### src/rtl/fta_req_arbiter_pkg.sv
// Shared FTA command-bus types and arbiter mode encoding.
package fta_req_arbiter_pkg;

   localparam int FTA_MAX_CHANNELS = 8;

   typedef enum logic {
      FIXED = 1'b0,
      RR    = 1'b1
   } fta_arb_mode_t;

   typedef struct packed {
      logic [3:0] core;
      logic [3:0] channel;
      logic [7:0] tranid;
   } fta_tranid_t;

   typedef struct packed {
      fta_tranid_t  tid;
      logic         cyc;
      logic         we;
      logic [15:0]  sel;
      logic [31:0]  adr;
      logic [127:0] data1;
   } fta_cmd_request128_t;

   typedef struct packed {
      fta_tranid_t  tid;
      logic         ack;
      logic         rty;
      logic         err;
      logic [31:0]  adr;
      logic [127:0] dat;
   } fta_cmd_response128_t;

   // A response slot carries a real response only when a status bit is set;
   // an all-zero idle slot must not be routed to channel 0.
   function automatic logic resp_valid(input fta_cmd_response128_t r);
      return r.ack | r.rty | r.err;
   endfunction

endpackage

### src/rtl/fta_req_arbiter_rr_pick.sv
// Combinational picker: first set request bit at or after ptr, wrapping.
module rr_pick #(
   parameter int N  = 4,
   parameter int IW = (N > 1) ? $clog2(N) : 1
) (
   input  logic [N-1:0]  req,
   input  logic [IW-1:0] ptr,
   output logic [N-1:0]  gnt,
   output logic [IW-1:0] idx,
   output logic          any
);

   // Scan N positions starting at ptr; the first hit wins.
   always_comb begin
      int unsigned j;
      gnt = '0;
      idx = '0;
      any = 1'b0;
      j   = 0;
      for (int unsigned off = 0; off < N; off++) begin
         j = (32'(ptr) + off) % N;
         if (!any && req[j]) begin
            any    = 1'b1;
            gnt[j] = 1'b1;
            idx    = IW'(j);
         end
      end
   end

endmodule

### src/rtl/fta_req_arbiter.sv
// N-requester arbiter for the single external FTA 128-bit command bus:
// fixed-priority or round-robin grant, lock-held ownership with a
// starvation cap, registered bus request and tid-based response routing.
module fta_req_arbiter
   import fta_req_arbiter_pkg::*;
#(
   parameter int CHANNELS = 4,
   parameter int MODE     = 0,
   parameter int HOLD_MAX = 16,
   parameter int RW       = $bits(fta_cmd_request128_t),
   parameter int SW       = $bits(fta_cmd_response128_t)
) (
   input  logic                   clk,
   input  logic                   rst,
   input  logic [CHANNELS*RW-1:0] req_i,
   input  logic [CHANNELS-1:0]    lock_i,
   output logic [CHANNELS*SW-1:0] resp_o,
   output logic [RW-1:0]          fta_req,
   input  logic [SW-1:0]          fta_resp,
   output logic [CHANNELS-1:0]    gnt_o,
   output logic                   unmatched_o
);

   localparam int IW  = (CHANNELS > 1) ? $clog2(CHANNELS) : 1;
   localparam int HCW = (HOLD_MAX > 0) ? $clog2(HOLD_MAX + 1) : 1;
   localparam fta_arb_mode_t ARB_MODE = (MODE != 0) ? RR : FIXED;

   typedef enum logic {
      IDLE = 1'b0,
      OWN  = 1'b1
   } state_t;

   state_t               state;
   logic [IW-1:0]        owner;
   logic [IW-1:0]        rr_ptr;
   logic [HCW-1:0]       hold_cnt;

   fta_cmd_request128_t  req [CHANNELS];
   fta_cmd_response128_t resp_v [CHANNELS];
   fta_cmd_response128_t resp_s;
   logic [CHANNELS-1:0]  cyc_v;

   logic [IW-1:0]        pick_ptr;
   logic [CHANNELS-1:0]  pick_gnt;
   logic [IW-1:0]        pick_idx;
   logic                 pick_any;

   fta_cmd_request128_t  own_req;
   logic                 own_cyc;
   logic                 own_lock;
   logic                 others_wait;
   logic                 hold_sat;
   logic                 hold_hit;
   logic                 release_now;
   logic                 resp_present;
   logic [IW-1:0]        next_ptr;

   assign resp_s       = fta_cmd_response128_t'(fta_resp);
   assign resp_present = resp_valid(resp_s);

   // Unpack the flat request bus into per-requester structs.
   always_comb begin
      for (int unsigned i = 0; i < CHANNELS; i++) begin
         req[i]   = fta_cmd_request128_t'(req_i[i*RW +: RW]);
         cyc_v[i] = req[i].cyc;
      end
   end

   // Fixed priority reuses the rotating picker with its start pinned at 0.
   assign pick_ptr = (ARB_MODE == RR) ? rr_ptr : '0;

   rr_pick #(
      .N  (CHANNELS),
      .IW (IW)
   ) u_pick (
      .req (cyc_v),
      .ptr (pick_ptr),
      .gnt (pick_gnt),
      .idx (pick_idx),
      .any (pick_any)
   );

   assign own_req     = req[owner];
   assign own_cyc     = own_req.cyc;
   assign own_lock    = lock_i[owner];
   assign others_wait = |(cyc_v & ~gnt_o);
   assign hold_sat    = (hold_cnt >= HCW'(HOLD_MAX));
   assign hold_hit    = (HOLD_MAX != 0) && hold_sat;
   // The cap only overrides the lock; an active cyc is never cut short.
   assign release_now = !own_cyc && (!own_lock || hold_hit);
   assign next_ptr    = (owner == IW'(CHANNELS - 1)) ? '0 : owner + 1'b1;

   // Grant FSM with registered bus request, grant vector and unmatched flag.
   always_ff @(posedge clk) begin
      if (rst) begin
         state       <= IDLE;
         owner       <= '0;
         rr_ptr      <= '0;
         hold_cnt    <= '0;
         gnt_o       <= '0;
         fta_req     <= '0;
         unmatched_o <= 1'b0;
      end else begin
         unmatched_o <= resp_present && (int'(resp_s.tid.channel) >= CHANNELS);
         case (state)
            IDLE: begin
               if (pick_any) begin
                  state    <= OWN;
                  owner    <= pick_idx;
                  gnt_o    <= pick_gnt;
                  fta_req  <= req[pick_idx];
                  hold_cnt <= '0;
               end else begin
                  fta_req  <= '0;
               end
            end
            OWN: begin
               if (release_now) begin
                  state    <= IDLE;
                  gnt_o    <= '0;
                  fta_req  <= '0;
                  rr_ptr   <= next_ptr;
                  hold_cnt <= '0;
               end else begin
                  fta_req <= own_cyc ? own_req : '0;
                  if (others_wait && !hold_sat)
                     hold_cnt <= hold_cnt + 1'b1;
               end
            end
            default: state <= IDLE;
         endcase
      end
   end

   // Retry every non-owner with its own tid; a valid response overrides its channel.
   always_comb begin
      resp_o = '0;
      for (int unsigned i = 0; i < CHANNELS; i++) begin
         resp_v[i] = '0;
         if (!gnt_o[i]) begin
            resp_v[i].rty = 1'b1;
            resp_v[i].tid = req[i].tid;
         end
         if (resp_present && (int'(resp_s.tid.channel) == int'(i)))
            resp_v[i] = resp_s;
         resp_o[i*SW +: SW] = resp_v[i];
      end
   end

endmodule
### config.mk
export PLATFORM = sky130hd
export DESIGN_NAME = fta_req_arbiter
export DESIGN_NICKNAME = d
export VERILOG_FILES = /design/src/rtl/fta_req_arbiter_pkg.sv /design/src/rtl/fta_req_arbiter_rr_pick.sv /design/src/rtl/fta_req_arbiter.sv
export SDC_FILE = /design/constraint.sdc
export NUM_CORES = 1
export LEC_CHECK = 0
export BUFFER_PORTS_ARGS = -buffer_cell sky130_fd_sc_hd__buf_2
export CAP_MARGIN = 20
export CORE_AREA = 4 4 736 738
export DETAILED_ROUTE_END_ITERATION = 10
export DIE_AREA = 0 0 740 742
export GPL_TIMING_DRIVEN = 0
export HOLD_SLACK_MARGIN = 0.05
export PLACE_DENSITY = 0.3
export REMOVE_ABC_BUFFERS = 1
export SYNTH_ARGS = -nofsm -noshare
export SYNTH_HDL_FRONTEND = slang
export SYNTH_SLANG_ARGS = --single-unit
### constraint.sdc
create_clock -name clk -period 1.7 [get_ports clk]
set_input_delay 0.17 -clock clk [delete_from_list [all_inputs] [get_ports clk]]
set_output_delay 0.17 -clock clk [all_outputs]
set_load 0.01 [all_outputs]
==> results.toml <==
[outcome]
status = "complete, but fails checks"
violations = "antenna rules, setup timing"

[critical_path]
critPathBufInv = 15
crit_cells = 17
critPathSlowestCell = "nor4_4"
worst_path_dominant_cell_family = "buffers and inverters"
critical_path_class = "input port to output port"
cp-start-kind = "input port"
path_cells = "buf_12, nor4_4, buf_4, buf_8, buf_8, buf_8, buf_8, buf_12, buf_8, buf_6, buf_8, buf_6, buf_8, buf_12, clkbuf_16, and3_4, buf_6"
critPathCaptureType = "output port"
critPathMaxStageDelay_ns = 0.28
ff2ff_path_depth = 9
cp.required_ns = 1.53
critical_path.most_common_cell = "buf_8"
arrival_ns = 2.42
worstPathMaxFanout = 5

[sta]
rsz0062_at_grt = "yes"
skew_ns = 0.0429
timing.fmax_mhz = 387
drv_slew = 0
slew_headroom_pct = 30.5
fin_crit_ns = 2.59
hold_ws_ns = 0.0281
fin_ws_ns = -0.885
worst_pin_slew_ns = 1.04
post-route-period-util_pct = 152
setup_viol_count_final = 925
finalHoldViolCount = 0

[clocking]
cts_root_buf = "clkbuf_16"
cts_buffer_depth = 3
cts.htree.levels = 2
cts_made_buffers = 43
path_clk_slew_ns = 0.06
cts_tree = "built"
clock_latency_ns = 0.75
cts_sinks = 207

[placement]
dpl.hpwl_microns = 329000
gp_congestion = 0.858
place_ws_ns = -2.17
placed_area_sq_um = 41000
port_buffers = 1875
dp.cells = 11300

[cells_and_area]
stdcell_count = 12700
final_area_sq_um = 60400
nNetsFinal = 6301
fillers = 61900
drive_gt1_share_pct = 56.1
syn2layout_area_growth_pct = 175

[floorplan]
die_x_microns = 740
start_util_pct = 4.10
die_h_microns = 742
die_area_sq_um = 549000
pin_count = 1876
placementRows = 269
core_area_sq_um = 535000

[drt]
avgViaCountPerCell = 3.10
drc_errors = 0
routedWlPerCell_microns = 32.3
dr.pass1.iters = 6
routed_wl_microns = 412000
vias = 39400
antenna_left = 1
drt_first_iter_violations = 3588

[power]
leakagePower_nw = 26.5
ir_worst_vdd_v = 0.000697
total_power_mw = 31.7
power_density_nw_per_um2 = 525

[synthesis]
synth_top_area_share_pct = 19.8
synth_top_area_cell = "mux4_2"
synthCells = 2444
avgSynthCellArea_sq_um = 8.99
yosys-top-cells-area = "mux4_2, dfxtp_1, and3_1"
async_reset_ff_share_pct = 0
synthTopCellsByCount = "and3_1, dfxtp_1, mux2i_1, o211ai_1, o221ai_1"
yosysMostFrequentCell = "and3_1"
yosysSeqAreaShare_pct = 18.9
syn_area_sq_um = 22000
synth_edf_count = 0
ys_seq_elements = 207
yosys_most_used_dff = "dfxtp_1"
yosys_warnings = 0
ys_types = 54

[global_routing]
grt_first_pass_wirelength_microns = 480000
grt_pass1_vias = 36800
grt_max_degree = 127
grt_overflow = 0
antenna_found_initial = 372
grt_usage_pct = 13.8

[min_path]
hold_path.class = "input port to flip-flop"
hold_depth = 3

[job]
drv_cap = 0
[sequential cells by signal (all words and copies together) (netlist names)]
register / cells
hold_cnt: 5
gnt_o: 4
owner: 2
fta_req: 194
unmatched_o: 1
state: 1
[through the flow]
stage	util, %	TNS (ns)
CTS	10.3	-416.49
floorplan	-	-6503.31
detailed placement	7.66	-991.27
finish	11.3	-400.40
global placement	7.19	-
global route	11.2	-438.29
[area by class of cell]
cell class / count / area (sq um) / share of cell area [%]
repair buffers: 3202 / 27400 / 45.3
clock buffers: 61 / 1240 / 2.06
well taps: 7181 / 8980 / 14.9
multi-input cells: 1873 / 17900 / 29.6
diodes: 177 / 443 / 0.733
clock inverters: 18 / 259 / 0.429
flip-flops and latches: 207 / 4170 / 6.90
inverters: 11 / 61.3 / 0.101
[report_power, final]
group | switching, mW | leakage [nW] | internal, mW
Sequential | 0.183 | 1.72 | 5.41
Clock | 4.50 | 0.723 | 5.85
Combinational | 8.69 | 24.0 | 7.07
Total | 13.4 | 26.5 | 18.3
[tightest hold or removal path: stages]
cell and delay (ns):
buf_2 0.09, o221ai_1 0.10, o211ai_1 0.30
[logic make-up after synthesis]
family | after synthesis | synth area share [%]
AND/OR/NAND/NOR | 1003 | 26.8
AO/OA/AOI/OAI | 474 | 16.8
multiplexers | 389 | 28.7
buffers and inverters | 369 | 8.63
flip-flops | 207 | 18.9
adder cells (fa/ha/maj) | 2 | 0.114
[cell usage in the layout, fill, tap and decap left out, types with 102 or more instances in the layout]
master,n
and3_1,479
dfxtp_1,200
buf_6,286
and3_4,161
dlygate4sd3_1,820
o221ai_1,180
buf_2,1641
mux2i_1,194
diode_2,177
buf_12,102
mux4_2,193
nand3_1,122
buf_4,170
o211ai_1,196
[routing by layer]
metal / up-vias / global-route usage [%] / wire length (microns)
met4: 96 / 5.29 / 21600
met2: 2864 / 22.5 / 187000
li1: 15900 / - / -
met1: 19700 / 16.8 / 166000
met3: 866 / 4.49 / 36900
met5: - / 0 / 657
[path summary, 6_finish.rpt]
kind                       from     endpoint  slack, ns
hold reg to reg     hold_cnt[3]  hold_cnt[3]       0.51
setup reg to reg       owner[1]  fta_req[63]      -0.57
setup / recovery  fta_resp[171]   resp_o[38]      -0.89
hold / removal        req_i[92]  fta_req[92]       0.03
[what timing repair did]
item / in CTS / in global routing
hold buffers: 823 / 2
endpoints found under the hold margin: 202 / 2
resized for setup: 479 / 582
cloned: 40 / 47
endpoints found under the setup margin: 937 / 934
buffers inserted: 157 / 157
pin swaps: 41 / 121
Power figures use the tool's default switching activity.
